<file path="config.mk">
export PLATFORM = sky130hd
export DESIGN_NAME = spi_tx_master
export DESIGN_NICKNAME = d
export VERILOG_FILES = /design/src/rtl/spi_tx_master.sv
export SDC_FILE = /design/constraint.sdc
export NUM_CORES = 1
export LEC_CHECK = 0
export BUFFER_PORTS_ARGS = -buffer_cell sky130_fd_sc_hd__buf_2
export CELL_PAD_IN_SITES_DETAIL_PLACEMENT = 1
export CELL_PAD_IN_SITES_GLOBAL_PLACEMENT = 2
export CORE_MARGIN = 2
export CORE_UTILIZATION = 30
export CTS_CLUSTER_SIZE = 20
export DETAILED_ROUTE_END_ITERATION = 12
export GPL_TIMING_DRIVEN = 1
export HOLD_SLACK_MARGIN = 0.08
export PLACE_DENSITY_LB_ADDON = 0.1
export SLEW_MARGIN = 15
export SYNTH_ARGS = -nofsm -noshare
export SYNTH_HDL_FRONTEND = slang
export SYNTH_SLANG_ARGS = --single-unit
</file>
<file path="constraint.sdc">
create_clock -name clk -period 2.3 [get_ports clk]
set_input_delay 0.23 -clock clk [delete_from_list [all_inputs] [get_ports clk]]
set_output_delay 0.23 -clock clk [all_outputs]
set_load 0.005 [all_outputs]
</file>
<file path="src/rtl/spi_tx_master.sv">
// -----------------------------------------------------------------------------
// spi_tx_master
//
// Transmit-only SPI master, mode 1 (CPOL=0, CPHA=1), MSB first.
// Bytes are written into a small TX FIFO and shifted out in frames: chip
// select stays low across back-to-back bytes while the FIFO keeps supplying
// data, then is held high for at least CS_GAP_CLKS clocks between frames.
//
// Parameters
//   CLKS_PER_HALF_BIT  clk cycles per SCK half-period (>= 1)
//   FIFO_DEPTH         TX FIFO entries (power of two, >= 2)
//   CS_GAP_CLKS        minimum clk cycles CS stays high between frames (>= 1)
//
// Ports
//   clk        system clock, rising edge
//   reset      asynchronous, active-high reset
//   tx_data    byte to send
//   tx_valid   write request for tx_data
//   tx_ready   FIFO not full (from the registered count)
//   busy       FSM not idle or FIFO non-empty
//   done       1-clk pulse per byte fully shifted
//   sck        SPI clock, idles low
//   cs         active-low chip select
//   mosi       serial data out
//   state_dbg  current FSM state encoding, for observation only
//
// Handshake: a byte is accepted on a rising clk edge where tx_valid=1 and
// tx_ready=1. tx_valid while tx_ready=0 is ignored (the byte is dropped);
// tx_ready never depends on tx_valid or on a same-cycle pop.
// -----------------------------------------------------------------------------
module spi_tx_master #(
   parameter int CLKS_PER_HALF_BIT = 2,
   parameter int FIFO_DEPTH        = 4,
   parameter int CS_GAP_CLKS       = 10
) (
   input  logic       clk,
   input  logic       reset,
   input  logic [7:0] tx_data,
   input  logic       tx_valid,
   output logic       tx_ready,
   output logic       busy,
   output logic       done,
   output logic       sck,
   output logic       cs,
   output logic       mosi,
   output logic [2:0] state_dbg
);

   localparam int AW = (FIFO_DEPTH > 1) ? $clog2(FIFO_DEPTH) : 1;
   localparam int CW = AW + 1;
   localparam int HW = (CLKS_PER_HALF_BIT > 1) ? $clog2(CLKS_PER_HALF_BIT) : 1;
   localparam int GW = (CS_GAP_CLKS > 1) ? $clog2(CS_GAP_CLKS) : 1;

   localparam logic [HW-1:0] HALF_LAST  = HW'(CLKS_PER_HALF_BIT - 1);
   localparam logic [GW-1:0] GAP_LAST   = GW'(CS_GAP_CLKS - 1);
   localparam logic [CW-1:0] COUNT_FULL = CW'(FIFO_DEPTH);

   typedef enum logic [2:0] {
      S_IDLE     = 3'd0,
      S_CS_SETUP = 3'd1,
      S_SHIFT    = 3'd2,
      S_CS_HOLD  = 3'd3,
      S_GAP      = 3'd4
   } state_t;

   // ---------------------------------------------------------------------------
   // TX FIFO
   // ---------------------------------------------------------------------------
   logic [7:0]    mem_q [FIFO_DEPTH];
   logic [AW-1:0] wr_ptr_q, wr_ptr_d;
   logic [AW-1:0] rd_ptr_q, rd_ptr_d;
   logic [CW-1:0] count_q, count_d;
   logic          nonempty_q, nonempty_d;
   logic          push;
   logic          pop;
   logic          fifo_avail;
   logic [7:0]    fifo_head;

   assign tx_ready  = (count_q != COUNT_FULL);
   assign push      = tx_valid && tx_ready;
   assign fifo_head = mem_q[rd_ptr_q];

   // The FSM looks at a registered copy of "count non-empty", so a byte
   // written into an empty FIFO is taken one edge later than the count
   // shows it. This gives a fixed two-edge push-to-CS latency and keeps the
   // FIFO free of any write-to-read bypass path. The count term guards
   // against the lagging flag ever allowing a pop from an empty FIFO.
   assign fifo_avail = nonempty_q && (count_q != '0);

   always_comb begin
      wr_ptr_d   = wr_ptr_q;
      rd_ptr_d   = rd_ptr_q;
      count_d    = count_q;
      nonempty_d = (count_q != '0);
      if (push) begin
         wr_ptr_d = wr_ptr_q + 1'b1;
      end
      if (pop) begin
         rd_ptr_d = rd_ptr_q + 1'b1;
      end
      case ({push, pop})
         2'b10:   count_d = count_q + 1'b1;
         2'b01:   count_d = count_q - 1'b1;
         default: count_d = count_q;
      endcase
   end

   always_ff @(posedge clk or posedge reset) begin
      if (reset) begin
         wr_ptr_q   <= '0;
         rd_ptr_q   <= '0;
         count_q    <= '0;
         nonempty_q <= 1'b0;
      end else begin
         wr_ptr_q   <= wr_ptr_d;
         rd_ptr_q   <= rd_ptr_d;
         count_q    <= count_d;
         nonempty_q <= nonempty_d;
      end
   end

   // Storage needs no reset: entries are only read behind a valid count.
   always_ff @(posedge clk) begin
      if (push) begin
         mem_q[wr_ptr_q] <= tx_data;
      end
   end

   // ---------------------------------------------------------------------------
   // Frame / shift FSM
   // ---------------------------------------------------------------------------
   state_t        state_q, state_d;
   logic [HW-1:0] half_cnt_q, half_cnt_d;
   logic [2:0]    bit_cnt_q, bit_cnt_d;
   logic [GW-1:0] gap_cnt_q, gap_cnt_d;
   logic [7:0]    shreg_q, shreg_d;
   logic          sck_q, sck_d;
   logic          cs_q, cs_d;
   logic          mosi_q, mosi_d;
   logic          done_q, done_d;
   logic          half_last;

   assign half_last = (half_cnt_q == HALF_LAST);

   always_comb begin
      state_d    = state_q;
      half_cnt_d = half_cnt_q;
      bit_cnt_d  = bit_cnt_q;
      gap_cnt_d  = gap_cnt_q;
      shreg_d    = shreg_q;
      sck_d      = sck_q;
      cs_d       = cs_q;
      mosi_d     = mosi_q;
      done_d     = 1'b0;
      pop        = 1'b0;

      case (state_q)
         S_IDLE: begin
            if (fifo_avail) begin
               pop        = 1'b1;
               shreg_d    = fifo_head;
               mosi_d     = fifo_head[7];
               cs_d       = 1'b0;
               bit_cnt_d  = '0;
               half_cnt_d = '0;
               state_d    = S_CS_SETUP;
            end
         end

         S_CS_SETUP: begin
            if (half_last) begin
               // First rising edge: bit 7 is already on mosi from the load.
               half_cnt_d = '0;
               sck_d      = 1'b1;
               mosi_d     = shreg_q[7];
               state_d    = S_SHIFT;
            end else begin
               half_cnt_d = half_cnt_q + 1'b1;
            end
         end

         S_SHIFT: begin
            if (!half_last) begin
               half_cnt_d = half_cnt_q + 1'b1;
            end else begin
               half_cnt_d = '0;
               if (!sck_q) begin
                  // End of low phase: rising edge, launch the current bit.
                  sck_d  = 1'b1;
                  mosi_d = shreg_q[3'd7 - bit_cnt_q];
               end else begin
                  // End of high phase: falling edge, receiver samples here.
                  sck_d = 1'b0;
                  if (bit_cnt_q == 3'd7) begin
                     done_d = 1'b1;
                     if (fifo_avail) begin
                        // Next byte continues the frame; mosi keeps bit 0
                        // until the following rising edge launches bit 7.
                        pop       = 1'b1;
                        shreg_d   = fifo_head;
                        bit_cnt_d = '0;
                     end else begin
                        // The hold phase stands in for the last low phase.
                        state_d = S_CS_HOLD;
                     end
                  end else begin
                     bit_cnt_d = bit_cnt_q + 1'b1;
                  end
               end
            end
         end

         S_CS_HOLD: begin
            if (half_last) begin
               half_cnt_d = '0;
               cs_d       = 1'b1;
               mosi_d     = 1'b0;
               gap_cnt_d  = '0;
               state_d    = S_GAP;
            end else begin
               half_cnt_d = half_cnt_q + 1'b1;
            end
         end

         S_GAP: begin
            // Runs to completion even when the FIFO already holds data.
            if (gap_cnt_q == GAP_LAST) begin
               gap_cnt_d = '0;
               state_d   = S_IDLE;
            end else begin
               gap_cnt_d = gap_cnt_q + 1'b1;
            end
         end

         default: begin
            state_d = S_IDLE;
         end
      endcase
   end

   always_ff @(posedge clk or posedge reset) begin
      if (reset) begin
         state_q    <= S_IDLE;
         half_cnt_q <= '0;
         bit_cnt_q  <= '0;
         gap_cnt_q  <= '0;
         shreg_q    <= '0;
         sck_q      <= 1'b0;
         cs_q       <= 1'b1;
         mosi_q     <= 1'b0;
         done_q     <= 1'b0;
      end else begin
         state_q    <= state_d;
         half_cnt_q <= half_cnt_d;
         bit_cnt_q  <= bit_cnt_d;
         gap_cnt_q  <= gap_cnt_d;
         shreg_q    <= shreg_d;
         sck_q      <= sck_d;
         cs_q       <= cs_d;
         mosi_q     <= mosi_d;
         done_q     <= done_d;
      end
   end

   assign sck       = sck_q;
   assign cs        = cs_q;
   assign mosi      = mosi_q;
   assign done      = done_q;
   assign busy      = (state_q != S_IDLE) || (count_q != '0);
   assign state_dbg = state_q;

endmodule

</file>
==> summary.md <==
| Metric | Value |
|---|---|
| Worst Max-Slew Pin Slew | 0.5075 ns |
| Result of the run | completed |
| Main area contributors after synthesis | sky130_fd_sc_hd__edfxtp_1 34%, sky130_fd_sc_hd__dfrtp_1 27%, sky130_fd_sc_hd__mux4_2 6.4% |
| Top Ports | 20 |
| Maximum frequency from static timing analysis | 439.3 MHz |
| Critical path data required time | 2.55 ns |
| Hold_sp | tx_data[2] |
| Bufs on Longest Clock Path | 2 |
| Max incr delay on CP | 0.39 ns |
| Number of flops mapped to enable cells by yosys | 32 |
| Cell area power density | 1378 nW/um^2 |
| Initial core utilization | 0.3070 |
| WL/cell | 17.51 um |
| Clock tree from TritonCTS | yes |
| Skew-Pair Late Insertion Delay | 0.34 ns |
| Highest-count cells in the layout ignoring fill and taps | 32 x sky130_fd_sc_hd__edfxtp_1, 30 x sky130_fd_sc_hd__dfrtp_1, 19 x sky130_fd_sc_hd__buf_2, 10 x sky130_fd_sc_hd__buf_4 |
| Number of vias per cell | 4.789 |
| Hold path cells | 1 |
| Number of antenna violations at the first check in global routing | 0 |
| Area of the mapped netlist | 2810 um^2 |
| Kind of critical path | register to register |
| Category of the worst setup path launch point | register |
| Worst hold margin | 0.1050 ns |
| Clock input transition at the sequential cells of the worst setup and hold paths | 0.08 ns |
| Leak | 1.318 nW |
| Worst Hold Path EP | mem_q[3][2]$_DFFE_PP_ |
| Final hold vios | 0 |
| Setup slack of the critical path after layout | around 0.023 ns |
| Net count of the mapped netlist | 207 |
| Antenna Cells | 0 |
| Die width | around 100 um |
| Clock period minus worst slack | 2.277 ns |
| RR Endpoint | count_q[2]$_DFFE_PP0P_ |
| Wire length of the first global-routing pass | 9411 um |
| Deepest level of the CTS H-tree | 3 |
| Count of routing violations after the opening detailed-route iteration | 18 |
| Full die area | between 10000 and 15000 um^2 |
| Via count | 1614 |
| Setup slack, reg-to-reg | 0.02 ns |
| DIE HEIGHT | between 100 and 150 um |
| Gpl congestion | 0.7515 |
| Critical R2R Launch | bit_cnt_q[0]$_DFFE_PP0P_ |
| Largest area contributor in the netlist | sky130_fd_sc_hd__edfxtp_1 |
| Worst Clk Skew | 0.01433 ns |
| Post-synthesis cell type count | 48 |
| Post-DRT Antenna Nets | 0 |
| Top FF cell, synth | sky130_fd_sc_hd__edfxtp_1 |
| Final Net Count | 242 |
| Max-slew headroom at the worst pin | 0.6616 |
| TritonCTS buffer count | 9 |
| Number of global-route vias before repair | 1812 |
| Cell chosen for the clock root | sky130_fd_sc_hd__clkbuf_8 |
| Period utilisation layout | 0.9898 |
| Gr usage total | 0.1275 |
| Area growth from synthesis to layout | 17.99% |
| CP max stage cell | sky130_fd_sc_hd__a2111oi_4 |
| Post-Route WL | 5901 um |
| Total of buffers placed on input and output ports | 19 |
| Yosys top cell area share | 0.3419 |
| Max-slew violation count | 0 |
| Synth Instances | approximately 190 |
| List of cells traversed by the critical path | ha_2 > ha_4 > nand3_4 > a2111oi_4 > ha_4 > inv_2 > fa_2 > xor2_1 > nor2_1 > xor2_1 |
| Async SR Flop Fraction | 0.4921 |
| Min-delay worst type | primary input to register |
| Synth Area per Inst | 15.11 um^2 |
| Share of post-route cells with drive strength above 1 | 0.2920 |
| Pin count of the biggest net entering global routing | 15 |
| Number of violations of the max-capacitance limit | 0 |
| Number of fill cells in the layout | between 900 and 1k |
| Synthesis warning total | 0 |
| Arrival time worst endpoint | 2.53 ns |
| Nature of the critical path endpoint | register |
| Leading cell type in the layout, fill and taps excluded | sky130_fd_sc_hd__edfxtp_1 |
| Remaining Overflow, GRT | 0 |
| Peak VDD IR | 0.3733 mV |
| Number of sinks on the clock net | 63 |
| Total core area | 9153 um^2 |
| Detailed-routing iteration count for the pre-antenna-repair pass | 4 |
| CP max FO | 3 |
| Count of state elements after synthesis | 63 |
| Total half-perimeter wirelength after legalization and detailed placement | between 4000 and 5000 um |
| Seq/Total Area, Yosys | 0.6184 |
| Unrepaired setup endpoints after global routing | yes |
| Row count | 35 |
| FF-to-FF path depth | 10 |
| Setup-failing EPs final | 0 |
| Detailed-route DRC error count | 0 |
| Buffers inserted by post-CTS timing repair | 0 |
| Worst-case setup slack after placement | -0.007892 ns |
==> metal layers <==
metal  share of wire  vias up  global-route usage
met4           0.014        0             0.05058
li1                -      758                   -
met1            0.43      823              0.1464
met5               0        -                   0
met2            0.53       26              0.2282
met3           0.025        7             0.02982
==> Yosys cell counts (2+ instances only) <==
library cell / n
sky130_fd_sc_hd__nor2_1: 7
sky130_fd_sc_hd__a22o_1: 2
sky130_fd_sc_hd__o21ai_1: 3
sky130_fd_sc_hd__mux2_1: 8
sky130_fd_sc_hd__mux4_2: 8
sky130_fd_sc_hd__xnor2_1: 4
sky130_fd_sc_hd__nand3_1: 6
sky130_fd_sc_hd__and3_1: 5
sky130_fd_sc_hd__nor3_1: 2
sky130_fd_sc_hd__o21ai_0: 4
sky130_fd_sc_hd__a21oi_1: 5
sky130_fd_sc_hd__dfrtp_1: 30
sky130_fd_sc_hd__xor2_1: 3
sky130_fd_sc_hd__mux2i_1: 2
sky130_fd_sc_hd__buf_6: 2
sky130_fd_sc_hd__inv_1: 10
sky130_fd_sc_hd__nand2b_1: 3
sky130_fd_sc_hd__mux4_1: 2
sky130_fd_sc_hd__nor2b_1: 2
sky130_fd_sc_hd__nand2_1: 9
sky130_fd_sc_hd__mux2_2: 3
sky130_fd_sc_hd__edfxtp_1: 32
sky130_fd_sc_hd__ha_1: 9
==> area by class of cell <==
| cell class | instances | area [um^2] | area share |
|---|---|---|---|
| sequential | 63 | 1738 | 0.5242 |
| clock buffer | 10 | 127.6 | 0.03849 |
| timing repair buffer | 30 | 180.2 | 0.05434 |
| multi-input combinational | 106 | 1027 | 0.3098 |
| clock inverter | 6 | 62.56 | 0.01887 |
| tap | 111 | 138.9 | 0.04189 |
| inverter | 11 | 41.29 | 0.01245 |
==> flip-flops by register name, indices dropped and copies added, names as in the netlist <==
signal      cells
half_cnt_q      1
wr_ptr_q        2
nonempty_q      1
sck             1
mem_q          32
gap_cnt_q       4
count_q         3
shreg_q         8
done            1
mosi            1
rd_ptr_q        2
cs              1
state_dbg       3
bit_cnt_q       3
==> power by group <==
part	internal (mW)	switching, mW
clock	0.499	0.441
combinational	0.872	0.865
sequential	1.57	0.319
total	2.94	1.62
==> timing repair <==
action	in CTS	in global routing
setup endpoints to repair	1	1
hold endpoints to repair	8	0
hold buffers	1	0
gates resized for setup	1	0
cloned	0	0
==> critical path: cells and delay by family (launching register included) <==
| family | cells | cell delay, ns |
|---|---|---|
| compound gates | 1 | 0.39 |
| simple gates | 2 | 0.21 |
| buf+inv | 1 | 0.04 |
| flops | 1 | 0.36 |
| fa+ha+maj | 4 | 0.88 |
| xor+xnor | 2 | 0.31 |
==> worst max-delay path by stage <==
stage	startpoint	end	cells past startpoint
floorplan	bit_cnt_q[0]$_DFFE_PP0P_	count_q[2]$_DFFE_PP0P_	11
global placement	bit_cnt_q[1]$_DFFE_PP0P_	count_q[2]$_DFFE_PP0P_	10
detailed placement	bit_cnt_q[0]$_DFFE_PP0P_	count_q[2]$_DFFE_PP0P_	10
CTS	bit_cnt_q[0]$_DFFE_PP0P_	count_q[2]$_DFFE_PP0P_	10
global route	bit_cnt_q[0]$_DFFE_PP0P_	count_q[2]$_DFFE_PP0P_	10
finish	bit_cnt_q[0]$_DFFE_PP0P_	count_q[2]$_DFFE_PP0P_	10
==> cells by family after synthesis <==
logic type | after synthesis | synth area share
multiplexers | 23 | 0.1340
buffers and inverters | 17 | 0.03117
AND/OR/NAND/NOR | 39 | 0.07080
XOR/XNOR | 7 | 0.02182
adder cells (fa/ha/maj) | 10 | 0.04720
AO/OA/AOI/OAI | 27 | 0.07659
flip-flops | 63 | 0.6184
==> through the flow <==
stage                     std cells    TNS, ns  utilization  cell area [um^2]  total power, mW
final                           337          0       0.3623              3316            4.568
after CTS                       337  -0.005856       0.3623              3316            4.657
after global routing            337    -0.1011       0.3623              3316            4.906
after global placement          320          0       0.3404              3115            3.561
after floorplan                 186   -0.01075            -              2853            3.124
after detailed placement        320  -0.007892       0.3404              3115            3.694
(Power assumes the default switching activity.)
